===== config.mk =====
export PLATFORM = sky130hd
export DESIGN_NAME = genie_conv_pipe
export DESIGN_NICKNAME = d
export VERILOG_FILES = /design/src/rtl/genie_conv_pkg.sv /design/src/rtl/genie_skid_buf.sv /design/src/rtl/genie_conv_pipe.sv
export SDC_FILE = /design/constraint.sdc
export NUM_CORES = 1
export LEC_CHECK = 0
export ABC_AREA = 1
export BUFFER_PORTS_ARGS = -buffer_cell sky130_fd_sc_hd__buf_2
export CORE_MARGIN = 8
export CORE_UTILIZATION = 50
export DETAILED_ROUTE_END_ITERATION = 7
export PLACE_DENSITY = 0.83
export SLEW_MARGIN = 20
export SYNTH_ARGS = -nofsm -noshare
export SYNTH_HDL_FRONTEND = slang
export SYNTH_SLANG_ARGS = --single-unit

===== constraint.sdc =====
create_clock -name clk -period 1.6 [get_ports clk]
set_input_delay 0.32 -clock clk [delete_from_list [all_inputs] [get_ports clk]]
set_output_delay 0.32 -clock clk [all_outputs]
set_load 0.02 [all_outputs]

===== src/rtl/genie_conv_pkg.sv =====
// Shared types for the field converter: miss handling modes and skid buffer occupancy.
package genie_conv_pkg;

  typedef enum logic {
    MISS_PASS,
    MISS_DROP
  } miss_mode_e;

  typedef enum logic [1:0] {
    ST_EMPTY,
    ST_ONE,
    ST_TWO
  } buf_state_e;

endpackage


===== src/rtl/genie_skid_buf.sv =====
// Two-entry FIFO skid buffer: the main entry drives the outputs and the skid entry holds the
// next beat. Ready comes from a flop, so there is no combinational path from downstream ready.
module genie_skid_buf
  import genie_conv_pkg::*;
#(
  parameter int WIDTH = 1
) (
  input  logic             clk,
  input  logic             reset,
  input  logic             i_push,
  input  logic             i_pop,
  input  logic [WIDTH-1:0] i_din,
  output logic [WIDTH-1:0] o_dout,
  output logic             o_valid,
  output logic             o_ready
);

  buf_state_e       state_q, state_d;
  logic [WIDTH-1:0] main_q, main_d;
  logic [WIDTH-1:0] skid_q, skid_d;
  logic             ready_q, ready_d;

  always_comb begin
    state_d = state_q;
    main_d  = main_q;
    skid_d  = skid_q;
    case (state_q)
      ST_EMPTY: begin
        if (i_push) begin
          main_d  = i_din;
          state_d = ST_ONE;
        end
      end
      ST_ONE: begin
        if (i_push && i_pop) begin
          main_d = i_din;
        end else if (i_push) begin
          skid_d  = i_din;
          state_d = ST_TWO;
        end else if (i_pop) begin
          state_d = ST_EMPTY;
        end
      end
      ST_TWO: begin
        // Upstream is stalled here, so only a pop can happen; the older beat leaves first.
        if (i_pop) begin
          main_d  = skid_q;
          state_d = ST_ONE;
        end
      end
      default: state_d = ST_EMPTY;
    endcase
    ready_d = (state_d != ST_TWO);
  end

  always_ff @(posedge clk or negedge reset) begin
    if (!reset) begin
      state_q <= ST_EMPTY;
      main_q  <= '0;
      skid_q  <= '0;
      ready_q <= 1'b0;
    end else begin
      state_q <= state_d;
      main_q  <= main_d;
      skid_q  <= skid_d;
      ready_q <= ready_d;
    end
  end

  assign o_dout  = main_q;
  assign o_valid = (state_q != ST_EMPTY);
  assign o_ready = ready_q;

endmodule


===== src/rtl/genie_conv_pipe.sv =====
// Registered field converter: table lookup on the input field and miss flagging/counting,
// followed by a two-entry skid buffer that carries {data, converted field, miss}.
module genie_conv_pipe
  import genie_conv_pkg::*;
#(
  parameter int                                  WIDTH_DATA    = 0,
  parameter int                                  WIDTH_IN      = 1,
  parameter int                                  WIDTH_OUT     = 1,
  parameter int                                  N_ENTRIES     = 1,
  parameter logic [N_ENTRIES-1:0][WIDTH_IN-1:0]  IN_VALS       = '0,
  parameter logic [N_ENTRIES-1:0][WIDTH_OUT-1:0] OUT_VALS      = '0,
  parameter miss_mode_e                          MISS_MODE     = MISS_PASS,
  parameter logic [WIDTH_OUT-1:0]                DEFAULT_OUT   = '0,
  parameter int                                  WIDTH_MISSCNT = 16,
  localparam int                                 DW            = (WIDTH_DATA > 0) ? WIDTH_DATA : 1
) (
  input  logic                     clk,
  input  logic                     reset,
  input  logic                     i_valid,
  output logic                     o_ready,
  input  logic [DW-1:0]            i_data,
  input  logic [WIDTH_IN-1:0]      i_in,
  output logic                     o_valid,
  input  logic                     i_ready,
  output logic [DW-1:0]            o_data,
  output logic [WIDTH_OUT-1:0]     o_out,
  output logic                     o_miss,
  output logic                     o_err,
  output logic [WIDTH_MISSCNT-1:0] o_miss_count,
  input  logic                     i_clr_err
);

  localparam int PW = DW + WIDTH_OUT + 1;

  function automatic bit in_vals_dup();
    for (int i = 0; i < N_ENTRIES; i++)
      for (int j = i + 1; j < N_ENTRIES; j++)
        if (IN_VALS[i] == IN_VALS[j]) return 1'b1;
    return 1'b0;
  endfunction

  localparam bit IN_DUP = in_vals_dup();

  logic                     lut_hit;
  logic [WIDTH_OUT-1:0]     lut_out;
  logic                     miss;
  logic                     accept, emit, push, miss_acc;
  logic [PW-1:0]            din, dout;
  logic                     err_q, err_d;
  logic [WIDTH_MISSCNT-1:0] cnt_q, cnt_d;

  // Flat OR of matching entries; uniqueness of IN_VALS keeps the result one-hot.
  always_comb begin
    lut_hit = 1'b0;
    lut_out = '0;
    for (int i = 0; i < N_ENTRIES; i++) begin
      if (i_in == IN_VALS[i]) begin
        lut_hit = 1'b1;
        lut_out = lut_out | OUT_VALS[i];
      end
    end
  end

  assign miss     = !lut_hit;
  assign accept   = i_valid && o_ready;
  assign emit     = o_valid && i_ready;
  assign push     = accept && !(MISS_MODE == MISS_DROP && miss);
  assign miss_acc = accept && miss;
  assign din      = {(WIDTH_DATA > 0) ? i_data : {DW{1'b0}},
                     miss ? DEFAULT_OUT : lut_out,
                     (MISS_MODE == MISS_PASS) && miss};

  genie_skid_buf #(
    .WIDTH(PW)
  ) u_buf (
    .clk    (clk),
    .reset  (reset),
    .i_push (push),
    .i_pop  (emit),
    .i_din  (din),
    .o_dout (dout),
    .o_valid(o_valid),
    .o_ready(o_ready)
  );

  assign {o_data, o_out, o_miss} = dout;

  // A clear coinciding with an accepted miss keeps that miss, so it is never lost.
  always_comb begin
    err_d = err_q || miss_acc;
    cnt_d = cnt_q;
    if (i_clr_err) begin
      err_d    = miss_acc;
      cnt_d    = '0;
      cnt_d[0] = miss_acc;
    end else if (miss_acc && cnt_q != {WIDTH_MISSCNT{1'b1}}) begin
      cnt_d = cnt_q + 1'b1;
    end
  end

  always_ff @(posedge clk or negedge reset) begin
    if (!reset) begin
      err_q <= 1'b0;
      cnt_q <= '0;
    end else begin
      err_q <= err_d;
      cnt_q <= cnt_d;
    end
  end

  assign o_err        = err_q;
  assign o_miss_count = cnt_q;

  a_in_vals_unique: assert property (@(posedge clk) disable iff (!reset) !IN_DUP);

  a_hold_stable: assert property (@(posedge clk) disable iff (!reset)
    (o_valid && !i_ready) |=> (o_valid && $stable(o_data) && $stable(o_out) && $stable(o_miss)));

endmodule

==> results_dict.tcl, run 1 <==
set metrics [dict create \
    placed_area_mm2 0.001511 \
    io_pins 29 \
    grt_pass1_wl_um 5685 \
    critical_path_class "flip-flop to flip-flop" \
    worstPathRequired_ns 1.82 \
    cp.arrival_ns 1.71 \
    synth_seq_cells 22 \
    synth_top_area_share_pct 42.47 \
    diodes 0 \
    layout.nets 230 \
    synth.area.top_cells "dfrtp_1, nand2_1, nor2_1, nand4_1, inv_1" \
    clk_pin_slew_ns 0.12 \
    cap_violations 0 \
    dieWidth_um 66.92 \
    max_freq_mhz 672.3 \
    multiInputGateArea_um2 663.1 \
    grt_max_degree 23 \
    yosys.cell_count.top_type "nand2_1" \
    routedWlPerCell_um 12.93 \
    layout_setup_ws_ns 0.1126 \
    hpwl_um 2473 \
    ys_warn_count 0 \
    slew_violations 0 \
    overflow 0 \
    synth_commonest_cells "nand2_1, nor2_1, dfrtp_1" \
    min_period_ns 1.487 \
    die_height_um 66.92 \
    synth_edf_count 0 \
    clk-insertion-delay-late_ns 0.32 \
    yosysTopAreaCell "dfrtp_1" \
    routed_wl_um 3245 \
    ys_seq_area_share_pct 42.47 \
    clkSinkCount 22 \
    ant_nets 0 \
    finalHoldViolations 0 \
    cts_tree "yes" \
    outcome "complete, no violations" \
    grt_util_met2_pct 26.16 \
    period_share_pct 92.96 \
    gp_congestion 0.9122 \
    top_usage_layer "met2" \
    grt_use_met1_pct 18.87 \
    htreeDepth 1 \
    grt_pass1_vias 1320 \
    drt_iter0_markers 40 \
    skew_ns 0.001032 \
    avgSynthCellArea_um2 7.083 \
    post-place-ws_ns 0.1357 \
    syn2layout_area_growth_pct 22.10 \
    seq_area_um2 551.8 \
    hold_depth 3 \
    layout-drive-gt1-share_pct 22.17 \
    p_leak_uw 0.0008363 \
    synthDistinctLibCells 23 \
    cts_buffers 3 \
    vias 1316 \
    synthCells 183 \
    hold_path.class "input pin to flip-flop" \
    ctsRootBufferMaster "clkbuf_4" \
    vias_per_cell 5.243 \
    ys.flop_type "dfrtp_1" \
    finalSetupTns_ns 0 \
    power_density_mw_per_mm2 885.8 \
    met3_usage_pct 4.195 \
    crit_fanout 11 \
    rr_worst_depth 8 \
    core_area_mm2 0.002477 \
    row_count 18 \
    initial_utilization_pct 52.32 \
    holdWs_ns 0.2646 \
    syn_area_mm2 0.001296 \
    die_area_mm2 0.004478 \
    fillers 226 \
    clockBufferDepth 2 \
    grt_usage_pct 16.29 \
    cp-start-kind "flip-flop" \
    drt-pass1-iter-count 4 \
    remaining_drc_errors 0 \
    antenna_found_initial 0 \
    synthArstFlopShare_pct 100.0 \
    ir_drop_v 0.0007509 \
    stdcell_area_mm2 0.001583 \
    port_buffers 25 \
    cp-end-kind "flip-flop" \
    setup_viol_count_final 0 \
]
power by group:
part	leakage, µW	switching (µW)	total (µW)	internal, µW
logic	0.000525	271	417	146
clock network	0.0000210	171	310	139
registers	0.000291	46.7	675	628
total	0.000836	488	1400	914
sequential cells by signal, summed over array words and instances (netlist names):
signal         count
u_buf.o_dout       1
o_miss_count      16
u_buf.skid_q       1
o_err              1
u_buf.o_ready      1
u_buf.state_q      2
final timing paths:
path,startpoint,end,slack (ns)
worst max-delay path,o_miss_count[8],o_miss_count[0],0.11
worst min-delay path,i_in,u_buf.skid_q[0],0.26
worst max register to register,o_miss_count[8],o_miss_count[0],0.11
worst min register to register,o_err,o_err,0.51
max in group asynchronous,reset,o_miss_count[0],0.77
min in group asynchronous,reset,u_buf.state_q[1],0.48
layer usage:
metal,vias to the layer above,part of all wire [%]
met4,0,2.6
met5,-,0
met2,33,48
met1,619,43
met3,7,6.8
li1,657,-
metrics by stage:
step                total power (µW)  instances  utilization (%)
global placement                1076        245            61.01
global route                    1501        251            63.89
floorplan                      950.8        184                -
finish                          1402        251            63.89
CTS                             1410        250            62.88
detailed placement              1092        245            61.01
layout make-up:
cell class / instances / share of cell area [%]
clock buffer: 4 / 2.292
inverter: 15 / 3.557
multi-input combinational: 142 / 41.90
sequential: 22 / 34.86
tap: 30 / 2.372
timing repair buffer: 38 / 15.02
cells by family (layout without fill, tap and decap cells):
family | count (synthesis) | after routing | share of synthesized area, %
xor+xnor | 6 | 6 | 4.054
flops | 22 | 22 | 42.47
other cells | 1 | 2 | 0.2893
compound gates | 11 | 11 | 5.116
buf+inv | 20 | 57 | 7.045
fa+ha+maj | 1 | 1 | 0.9651
simple gates | 122 | 122 | 40.06
what timing repair did:
item                                    CTS  global route
buffers inserted                          0             1
endpoints found under the hold margin    22             0
hold buffers                              1             0
endpoints found under the setup margin    0            15
gates resized for setup                   0             1
worst max-delay path, stage by stage (launching register included):
cell and delay [ns]:
dfrtp_1 0.42, nand2_1 0.11, nor2_1 0.16, nand2_1 0.12, nor2_2 0.14, nor2_2 0.07
buf_4 0.18, a21oi_1 0.13, nand2_1 0.06
cells in the final DEF, fill, tap and decap left out, types with 4 or more instances in the layout:
cell type  instances
buf_2             25
buf_4             11
dfrtp_1           21
inv_1             14
nand2_1           63
nand3_1            9
nand4_1           12
nor2_1            33
o21ai_0            4
xor2_1             6
(Power assumes the default switching activity.)
==> run 2: changes to the inputs <==
--- a/config.mk
+++ b/config.mk
@@ -8,9 +8,10 @@
 export ABC_AREA = 1
 export BUFFER_PORTS_ARGS = -buffer_cell sky130_fd_sc_hd__buf_2
 export CORE_MARGIN = 8
-export CORE_UTILIZATION = 50
+export CORE_UTILIZATION = 40
 export DETAILED_ROUTE_END_ITERATION = 7
-export PLACE_DENSITY = 0.83
+export PLACE_DENSITY = 0.72
+export REMOVE_ABC_BUFFERS = 1
 export SLEW_MARGIN = 20
 export SYNTH_ARGS = -nofsm -noshare
 export SYNTH_HDL_FRONTEND = slang
==> constraint.sdc (replaced) <==
create_clock -name clk -period 1.2 [get_ports clk]
set_input_delay 0.24 -clock clk [delete_from_list [all_inputs] [get_ports clk]]
set_output_delay 0.24 -clock clk [all_outputs]
set_load 0.02 [all_outputs]
==> run 2 against run 1 <==
Net effect:
- the run now ends with setup timing left
- clock power up 9.4%
- critical path depth stayed put
- sequential power up 34%
- fmax down 0.49%
- die area up 19%
- global-route usage down 0.073 points
- worst hold slack worse by 0.056 ns
- non-clock buffer count is 48 higher
- via count grew 19%
- sequential share of layout area decreased by 9.9 points
- combinational power is 120% higher
- critical endpoint is now o_miss_count[12]
==> results_dict.tcl, run 2 (same netlist as run 1, synthesis figures left out) <==
set metrics [dict create \
    core_area_mm2 0.003078 \
    routed.top_layer "met4" \
    initial_utilization_pct 42.11 \
    cap_violations 0 \
    routedWlPerCell_um 14.20 \
    skew_ns 0.003258 \
    ctsRootBufferMaster "clkbuf_4" \
    grt_max_degree 23 \
    cp-startpoint "o_miss_count[0]" \
    slew-limit-headroom_pct 66.59 \
    gp_congestion 0.8457 \
    clockBufferDepth 2 \
    layout_setup_ws_ns -0.2947 \
    clk_pin_slew_ns 0.12 \
    antenna_found_initial 0 \
    hpwl_um 2833 \
    diodes 0 \
    layout.nets 278 \
    wl_met1_um 1771 \
    path_common_cell "nand2_1" \
    cts_tree "yes" \
    rsz0062_at_grt "true" \
    crit_chain "ha_2 -> nand3_2 -> buf_4 -> nor3_4 -> nand4_1 -> nand2_1 -> nand2_1 -> nor2_1" \
    vias 1560 \
    cts_buffers 3 \
    period_share_pct 124.6 \
    reg2reg_to "o_miss_count[12]" \
    min_period_ns 1.495 \
    grt_usage_pct 16.22 \
    io_pins 29 \
    mostFrequentLayoutCells "nand2_1, buf_4, buf_6" \
    cp-start-kind "flip-flop" \
    hold_path.class "input pin to flip-flop" \
    p_leak_uw 0.001119 \
    cp_slowest_stage_delay_ns 0.38 \
    final_common_cell "nand2_1" \
    worst_pin_slew_ns 0.5011 \
    syn2layout_area_growth_pct 70.46 \
    cpLargestDelayFamily "simple AND/OR/NAND/NOR gates" \
    power_density_mw_per_mm2 983.4 \
    endpoint "o_miss_count[12]" \
    port_buffers 25 \
    crit_fanout 3 \
    met3WireLength_um 260 \
    vias_per_cell 5.000 \
    outcome "complete, but fails checks" \
    row_count 20 \
    post-place-ws_ns -0.2302 \
    htreeDepth 1 \
    placed_area_mm2 0.001780 \
    worst-path-buf-inv 1 \
    grt_pass1_wl_um 6817 \
    hold_depth 3 \
    largest_register_ffs 16 \
    cp.arrival_ns 1.74 \
    place_inst 291 \
    die_height_um 72.93 \
    dieWidth_um 72.93 \
    finalHoldViolations 0 \
    slew_violations 0 \
    overflow 0 \
    grt_pass1_vias 1509 \
    ir_drop_v 0.0006434 \
    r2r-start "o_miss_count[0]" \
    finalSetupTns_ns -3.657 \
    clk-insertion-delay-late_ns 0.31 \
    r2r_slack_ns -0.29 \
    remaining_drc_errors 0 \
    layout-drive-gt1-share_pct 43.28 \
    slowest_stage "dfrtp_1" \
    wl_met2_um 2345 \
    routed_wl_um 4431 \
    violations "setup timing" \
    cp.depth 8 \
    final_cells 312 \
    drt_iter0_markers 116 \
    critical_path_class "flip-flop to flip-flop" \
    setup_viol_count_final 30 \
    max_freq_mhz 669.0 \
    ant_nets 0 \
    die_area_mm2 0.005318 \
    drt-pass1-iter-count 4 \
    clkSinkCount 22 \
    stdcell_area_mm2 0.002210 \
    cp-end-kind "flip-flop" \
    worstPathRequired_ns 1.44 \
    rr_worst_depth 8 \
]
-- run 2: worst min path at each step --
stage                from              end
CTS                  i_in  u_buf.o_dout[0]
finish               i_in  u_buf.o_dout[0]
global route         i_in  u_buf.skid_q[0]
global placement    reset  o_miss_count[7]
floorplan           reset            o_err
detailed placement  reset  o_miss_count[7]
-- run 2: metal layers --
| metal | global-route usage [%] | vias to the layer above |
|---|---|---|
| li1 | - | 758 |
| met1 | 18.73 | 732 |
| met2 | 28.33 | 62 |
| met3 | 3.159 | 8 |
| met4 | 6.667 | 0 |
| met5 | 0 | - |
-- run 2: final cells by class --
cell class,count,area [µm²]
clock buffers,3,22.52
fillers,231,868.3
inverters,15,56.30
multi-input cells,142,763.2
flip-flops and latches,22,551.8
well taps,44,55.05
repair buffers,86,760.7
-- run 2: what timing repair did --
item                                    CTS  global route
endpoints found under the setup margin   34            37
pin swaps                                 5             8
gates resized for setup                  54            30
cloned                                    0             0
setup buffers                            12             9
hold buffers                              1             0
endpoints found under the hold margin    22             0
-- run 2: worst register-to-register path: cells and delay by family, from the launching register on --
kind,cells,cell delay (ns)
flops,1,0.38
simple gates,6,0.69
fa+ha+maj,1,0.20
buf+inv,1,0.17
-- run 2: power by group --
| group | switching, µW | internal (µW) | leakage [µW] |
|---|---|---|---|
| clock network | 222 | 117 | 0.0000138 |
| logic | 517 | 412 | 0.000815 |
| registers | 67.8 | 836 | 0.000290 |
-- run 2: stage by stage --
| stage | util (%) | total power [µW] | hold slack, ns |
|---|---|---|---|
| global placement | 57.85 | 1500 | 0.2366 |
| detailed placement | 57.85 | 1516 | 0.2330 |
| CTS | 67.64 | 2009 | 0.2029 |
| finish | 71.79 | 2173 | 0.2086 |
| floorplan | - | 1248 | -0.05559 |
| global route | 71.79 | 2266 | 0.2132 |
